### src/rtl/pid_pkg.sv
// Shared types and constants for the sequenced PID engine.
package pid_pkg;

  typedef enum logic [2:0] {
    S_IDLE,
    S_CAPT,
    S_MUL_P,
    S_MUL_I,
    S_MUL_D,
    S_OUT
  } pid_state_t;

  localparam int KP_RST = 2048;
  localparam int KI_RST = 512;
  localparam int KD_RST = 102;

  localparam int unsigned Q_FACTOR_DEF = 10;
  localparam int unsigned OUT_W        = 48;

  localparam logic [1:0] CFG_KP  = 2'd0;
  localparam logic [1:0] CFG_KI  = 2'd1;
  localparam logic [1:0] CFG_KD  = 2'd2;
  localparam logic [1:0] CFG_CLR = 2'd3;

endpackage

### src/rtl/pid_sat.sv
// Signed clamp of an IN_W value into [MIN_V, MAX_V], returned at OUT_W bits.
module pid_sat #(
  parameter int unsigned             IN_W  = 64,
  parameter int unsigned             OUT_W = 48,
  parameter logic signed [IN_W-1:0]  MAX_V = '0,
  parameter logic signed [IN_W-1:0]  MIN_V = '0
) (
  input  logic signed [IN_W-1:0]  i_val,
  output logic signed [OUT_W-1:0] o_val
);

  always_comb begin
    o_val = i_val[OUT_W-1:0];
    if (i_val > MAX_V) begin
      o_val = MAX_V[OUT_W-1:0];
    end else if (i_val < MIN_V) begin
      o_val = MIN_V[OUT_W-1:0];
    end
  end

endmodule

### src/rtl/pid_seq_engine.sv
// PID engine sharing one signed multiplier across P, I and D per error sample,
// with run-time gains, a 1-deep sample buffer and saturating integrator/output.
module pid_seq_engine
  import pid_pkg::*;
#(
  parameter int unsigned ERR_W     = 22,
  parameter int unsigned GAIN_W    = 22,
  parameter int unsigned ACC_W     = 64,
  parameter int unsigned Q_FACTOR  = Q_FACTOR_DEF,
  parameter longint      INT_LIMIT = 64'sd1 <<< 40
) (
  input  logic                     clk,
  input  logic                     rst,
  input  logic                     i_cnn_valid,
  input  logic [47:0]              i_cnn_error,
  input  logic                     cfg_we,
  input  logic [1:0]               cfg_addr,
  input  logic [GAIN_W-1:0]        cfg_wdata,
  output logic                     o_busy,
  output logic                     o_overrun,
  output logic                     o_pid_valid,
  output logic signed [OUT_W-1:0]  o_pid_output
);

  localparam logic signed [ACC_W-1:0] INT_MAX = ACC_W'(INT_LIMIT);
  localparam logic signed [ACC_W-1:0] INT_MIN = -INT_MAX;
  localparam logic signed [ACC_W-1:0] OUT_MAX = {{(ACC_W-OUT_W+1){1'b0}}, {(OUT_W-1){1'b1}}};
  localparam logic signed [ACC_W-1:0] OUT_MIN = {{(ACC_W-OUT_W+1){1'b1}}, {(OUT_W-1){1'b0}}};

  pid_state_t r_state;
  pid_state_t w_next_state;

  logic signed [GAIN_W-1:0] r_kp_sh, r_ki_sh, r_kd_sh;
  logic signed [GAIN_W-1:0] r_kp, r_ki, r_kd;
  logic                     r_clr_req;

  logic signed [ACC_W-1:0] r_e, r_e_prev, r_integ, r_deriv, r_acc;
  logic                    r_buf_full;
  logic signed [ACC_W-1:0] r_buf;

  logic                    w_load, w_load_from_buf, w_buf_set, w_buf_clr, w_drop;
  logic signed [ACC_W-1:0] w_err_ext;
  logic                    w_unused_err_hi;

  logic signed [GAIN_W-1:0] w_mul_gain;
  logic signed [ACC_W-1:0]  w_mul_opnd, w_gain_ext, w_prod;
  logic signed [ACC_W-1:0]  w_integ_base, w_eprev_base, w_integ_sum, w_integ_sat;
  logic signed [ACC_W-1:0]  w_shifted;
  logic signed [OUT_W-1:0]  w_out_sat;
  logic                     w_clr_write;

  assign w_err_ext       = {{(ACC_W-ERR_W){i_cnn_error[ERR_W-1]}}, i_cnn_error[ERR_W-1:0]};
  assign w_unused_err_hi = ^i_cnn_error[47:ERR_W];
  assign w_clr_write     = cfg_we && (cfg_addr == CFG_CLR);

  assign o_busy = (r_state != S_IDLE);

  always_ff @(posedge clk) begin
    if (rst) begin
      r_state <= S_IDLE;
    end else begin
      r_state <= w_next_state;
    end
  end

  // OUT with an empty buffer takes an arriving sample straight in; the buffer
  // therefore never holds data while the engine is idle.
  always_comb begin
    w_next_state    = r_state;
    w_load          = 1'b0;
    w_load_from_buf = 1'b0;
    w_buf_set       = 1'b0;
    w_buf_clr       = 1'b0;
    w_drop          = 1'b0;
    unique case (r_state)
      S_IDLE: begin
        if (i_cnn_valid) begin
          w_load       = 1'b1;
          w_next_state = S_CAPT;
        end
      end
      S_CAPT:  w_next_state = S_MUL_P;
      S_MUL_P: w_next_state = S_MUL_I;
      S_MUL_I: w_next_state = S_MUL_D;
      S_MUL_D: w_next_state = S_OUT;
      S_OUT: begin
        if (r_buf_full) begin
          w_load          = 1'b1;
          w_load_from_buf = 1'b1;
          w_next_state    = S_CAPT;
          if (i_cnn_valid) w_buf_set = 1'b1;
          else             w_buf_clr = 1'b1;
        end else if (i_cnn_valid) begin
          w_load       = 1'b1;
          w_next_state = S_CAPT;
        end else begin
          w_next_state = S_IDLE;
        end
      end
      default: w_next_state = S_IDLE;
    endcase
    if (i_cnn_valid && (r_state inside {S_CAPT, S_MUL_P, S_MUL_I, S_MUL_D})) begin
      if (r_buf_full) w_drop    = 1'b1;
      else            w_buf_set = 1'b1;
    end
  end

  always_comb begin
    w_mul_gain = r_kp;
    w_mul_opnd = r_e;
    unique case (r_state)
      S_MUL_I: begin
        w_mul_gain = r_ki;
        w_mul_opnd = r_integ;
      end
      S_MUL_D: begin
        w_mul_gain = r_kd;
        w_mul_opnd = r_deriv;
      end
      default: ;
    endcase
  end

  assign w_gain_ext = {{(ACC_W-GAIN_W){w_mul_gain[GAIN_W-1]}}, w_mul_gain};
  assign w_prod     = w_gain_ext * w_mul_opnd;

  assign w_integ_base = r_clr_req ? '0 : r_integ;
  assign w_eprev_base = r_clr_req ? '0 : r_e_prev;
  assign w_integ_sum  = w_integ_base + r_e;
  assign w_shifted    = r_acc >>> Q_FACTOR;

  pid_sat #(
    .IN_W  (ACC_W),
    .OUT_W (ACC_W),
    .MAX_V (INT_MAX),
    .MIN_V (INT_MIN)
  ) u_sat_integ (
    .i_val (w_integ_sum),
    .o_val (w_integ_sat)
  );

  pid_sat #(
    .IN_W  (ACC_W),
    .OUT_W (OUT_W),
    .MAX_V (OUT_MAX),
    .MIN_V (OUT_MIN)
  ) u_sat_out (
    .i_val (w_shifted),
    .o_val (w_out_sat)
  );

  always_ff @(posedge clk) begin
    if (rst) begin
      r_kp_sh      <= GAIN_W'(KP_RST);
      r_ki_sh      <= GAIN_W'(KI_RST);
      r_kd_sh      <= GAIN_W'(KD_RST);
      r_kp         <= GAIN_W'(KP_RST);
      r_ki         <= GAIN_W'(KI_RST);
      r_kd         <= GAIN_W'(KD_RST);
      r_clr_req    <= 1'b0;
      r_e          <= '0;
      r_e_prev     <= '0;
      r_integ      <= '0;
      r_deriv      <= '0;
      r_acc        <= '0;
      r_buf_full   <= 1'b0;
      r_buf        <= '0;
      o_overrun    <= 1'b0;
      o_pid_valid  <= 1'b0;
      o_pid_output <= '0;
    end else begin
      o_overrun   <= w_drop;
      o_pid_valid <= 1'b0;

      if (w_load) begin
        r_e  <= w_load_from_buf ? r_buf : w_err_ext;
        r_kp <= r_kp_sh;
        r_ki <= r_ki_sh;
        r_kd <= r_kd_sh;
      end

      if (w_buf_set) begin
        r_buf_full <= 1'b1;
        r_buf      <= w_err_ext;
      end else if (w_buf_clr) begin
        r_buf_full <= 1'b0;
      end

      unique case (r_state)
        S_CAPT: begin
          r_integ   <= w_integ_sat;
          r_deriv   <= r_e - w_eprev_base;
          r_e_prev  <= r_e;
          r_clr_req <= 1'b0;
        end
        S_MUL_P: r_acc <= w_prod;
        S_MUL_I: r_acc <= r_acc + w_prod;
        S_MUL_D: r_acc <= r_acc + w_prod;
        S_OUT: begin
          o_pid_output <= w_out_sat;
          o_pid_valid  <= 1'b1;
        end
        default: ;
      endcase

      // A clear written in the CAPT cycle itself survives for the next sample.
      if (cfg_we) begin
        case (cfg_addr)
          CFG_KP:  r_kp_sh <= cfg_wdata;
          CFG_KI:  r_ki_sh <= cfg_wdata;
          CFG_KD:  r_kd_sh <= cfg_wdata;
          default: r_clr_req <= w_clr_write;
        endcase
      end
    end
  end

endmodule

### config.mk
export PLATFORM = sky130hd
export DESIGN_NAME = pid_seq_engine
export DESIGN_NICKNAME = d
export VERILOG_FILES = /design/src/rtl/pid_pkg.sv /design/src/rtl/pid_sat.sv /design/src/rtl/pid_seq_engine.sv
export SDC_FILE = /design/constraint.sdc
export NUM_CORES = 2
export LEC_CHECK = 0
export CORE_ASPECT_RATIO = 1.4
export CORE_MARGIN = 2
export CORE_UTILIZATION = 30
export CTS_BUF_LIST = sky130_fd_sc_hd__clkbuf_4 sky130_fd_sc_hd__clkbuf_8
export CTS_CLUSTER_SIZE = 25
export DETAILED_ROUTE_END_ITERATION = 8
export SKIP_LAST_GASP = 1
export SLEW_MARGIN = 20
export SYNTH_ARGS = -nofsm -noshare
export SYNTH_HDL_FRONTEND = slang
export SYNTH_SLANG_ARGS = --single-unit
### constraint.sdc
create_clock -name clk -period 11.8 [get_ports clk]
set_input_delay 1.18 -clock clk [delete_from_list [all_inputs] [get_ports clk]]
set_output_delay 1.18 -clock clk [all_outputs]
set_load 0.05 [all_outputs]
==> results by group <==
CTS
  • H-tree Lvls: 3
  • Sink Count: 445
  • Clock Root Buffer: clkbuf_8
  • Hold Buf Count CTS: 0
  • CTS tree: done
  • Max clock buf depth: 3
  • Clock latency at the later pin of the worst-skew pair: between 800 and 900 ps
  • Clock slew at reported path FFs: ~60 ps
  • Num CTS Buffers: 81

Placed design
  • Setup WS pre-CTS: -127 ps
  • Post-DP HPWL: between 150000 and 200000 µm
  • Gpl congestion: roughly 0.94
  • Port Buffers: 100
  • Area post-placement: 67900 µm²

STA
  • Setup violators final: 0
  • Final period util: 96.6%
  • Fmax: 0.0877 GHz
  • Minimum clock period: roughly 11000 ps
  • Setup TNS: 0 ps
  • Hold slack: roughly 430 ps
  • Final worst-path setup slack: 402 ps
  • RSZ-0062 raised after global routing: true
  • Final Slew Violations: 0
  • Final Hold Fails: 0
  • Worst slew pin tran: between 1000 and 1500 ps
  • Clk_skew: around 68 ps
  • Worst rel slew slack: between 20% and 30%

Worst setup path
  • Crit end category: register
  • Critical Path Max Stage Delay: between 500 and 600 ps
  • Largest fanout on the critical path: 34
  • CP max-delay cell: fa_1
  • Critical Path Start Type: register
  • Data arrival time of the worst path: 12110 ps
  • Crit path top cell by count: fa_1
  • Setup CP Type: register to register
  • CP required: around 13000 ps

Floorplanning
  • Chip width: ~390 µm
  • Core Box Area: ~210000 µm²
  • Row cnt: just under 200
  • Initial Util: 30.1%
  • Die Height: between 500 and 600 µm
  • IO Count: 127
  • Die Area: 212000 µm²

Finish
  • Post-Layout Inst Area: 70100 µm²
  • Most frequent cells in the layout: 1518 x nand2_1, 1094 x inv_1, 1039 x fa_1
  • Fraction of layout cells with a size suffix above 1: between 7 and 8%
  • Layout filler cell count: roughly 22000
  • Final Util: between 30 and 40%
  • Multi-input logic area: slightly below 50000 µm²
  • Area added between synthesis and finish: 12.2%
  • Storage element area: a little under 9000 µm²
  • Most common cell after layout, fill and taps aside: nand2_1
  • Total Nets Final: 9244

GRT
  • Busiest grt layer: met2
  • Met1 Use GR: a little under a quarter
  • M3 GR Usage: 2.64%
  • Largest net degree at the start of global routing: a little under 100
  • Grt met2 use: between 30% and 40%
  • GRT Total Usage: around a fifth
  • Vias in the first global route: around 56000
  • Total gr overflow: 0
  • Initial antenna violation count: 9
  • First-pass GRT wire length: roughly 330000 µm

Outcome
  • Status: finished, final reports clean

Drt
  • Via density: 5.10
  • Post-detailed-route wirelength per cell: 20.0 µm
  • Via count: roughly 54000
  • 1st-iter DRT viols: 3817
  • First-pass iteration count of the detailed router: 6
  • Total Routed Length: roughly 210000 µm
  • Remaining antenna violation count: 0
  • DRC errors left: 0

Synthesis
  • Syn avg cell area: about 8.1 µm²
  • Synth Cell Area: 62400 µm²
  • Sequential element share of the synthesized area: about 14%
  • Number of synthesized flops with an enable pin: 0
  • Synthesis Warnings: 0
  • Post-Synthesis Cells: 7753
  • Most common flop cell mapped by yosys: dfxtp_1
  • FF+latch count, synth: 445
  • Async S/R FF share, synth: 0%
  • Syn_nets: a little over 9000
  • Synth unique cells: 81

Pwr
  • Lkg Pwr: about 32 nW
  • Worst VDD drop: 0.0000899 V
  • P per Cell Area: about 85 nW/µm²

Flow run
  • Max-cap violations: 0

Hold path
  • Hold crit path type: register to register
==> Yosys cell counts (80+ instances only) <==
library cell,count,area (µm²)
nand2_1,1520,5710
nand3_1,87,435
ha_1,327,4090
fa_1,1039,20800
a21oi_1,593,2970
nor2_1,634,2380
xnor2_1,128,1120
xor2_1,80,701
o21ai_0,193,966
nor2b_1,95,594
dfxtp_1,445,8910
inv_1,1095,4110
clkbuf_1,406,1520
a21o_1,180,1350
==> power breakdown <==
group,total [mW],internal [mW],switching [mW]
clock network,1.64,0.896,0.743
logic,2.67,0.949,1.72
registers,1.68,1.60,0.0824
==> final timing paths <==
| kind | slack, ps | depth (start not counted) | startpoint | to |
|---|---|---|---|---|
| hold / removal | 430 | 2 | r_kp_sh[21] | r_kp[21] |
| hold reg to reg | 430 | 2 | r_kp_sh[21] | r_kp[21] |
| setup reg to reg | 400 | 41 | r_state[2] | r_acc[61] |
| setup / recovery | 400 | 41 | r_state[2] | r_acc[61] |
==> stage by stage <==
step	std cells	power (mW)
6_report	10565	5.99
5_1_grt	10564	6.36
4_1_cts	10550	6.01
3_5_place_dp	10407	4.34
3_3_place_gp	10406	4.30
2_1_floorplan	7753	3.37
==> layout make-up <==
type                       instances  area share, %
antenna                            3         0.0107
clock buffer                     118           2.15
clock inverter                    25          0.380
inverter                        1095           5.87
multi-input combinational       5751           68.6
sequential                       445           12.7
tap                             2700           4.82
timing repair buffer             428           5.49
==> per-layer routing <==
layer	up-vias	share of wire, %
met5	-	0.017
met4	6	6.5
met3	515	4.9
met2	1672	50
met1	26926	39
li1	24765	-
==> sequential cells by signal, indices dropped and copies added (netlist names), 48 cells and up <==
register      cells
r_deriv          64
r_acc            64
o_pid_output     48
r_integ          64
==> kinds of logic after synthesis <==
kind of cell               Yosys count  synth area share, %
xor gates and xnor gates           211                 3.03
and+or+nand+nor                   2671                 18.0
adders and majority gates         1366                 39.9
buffers and inverters             1557                 9.43
DFF                                445                 14.3
AOI/OAI and AO/OA                 1470                 14.9
muxes                               33                0.529
==> worst max-delay path, delay by kind of cell (launching register included) <==
kind                     cells  cell delay, ps
buffers and inverters        8            1400
AO/OA/AOI/OAI               11            2930
flip-flops                   1             310
AND/OR/NAND/NOR             11            2310
XOR/XNOR                     2             270
adder cells (fa/ha/maj)      9            4070
==> timing repair <==
| action | CTS | global route |
|---|---|---|
| pin swaps | 0 | 6 |
| setup buffers | 0 | 9 |
| cloned | 0 | 2 |
| setup endpoints to repair | 1 | 19 |
| gates resized for setup | 1 | 52 |
(Power assumes the default switching activity.)
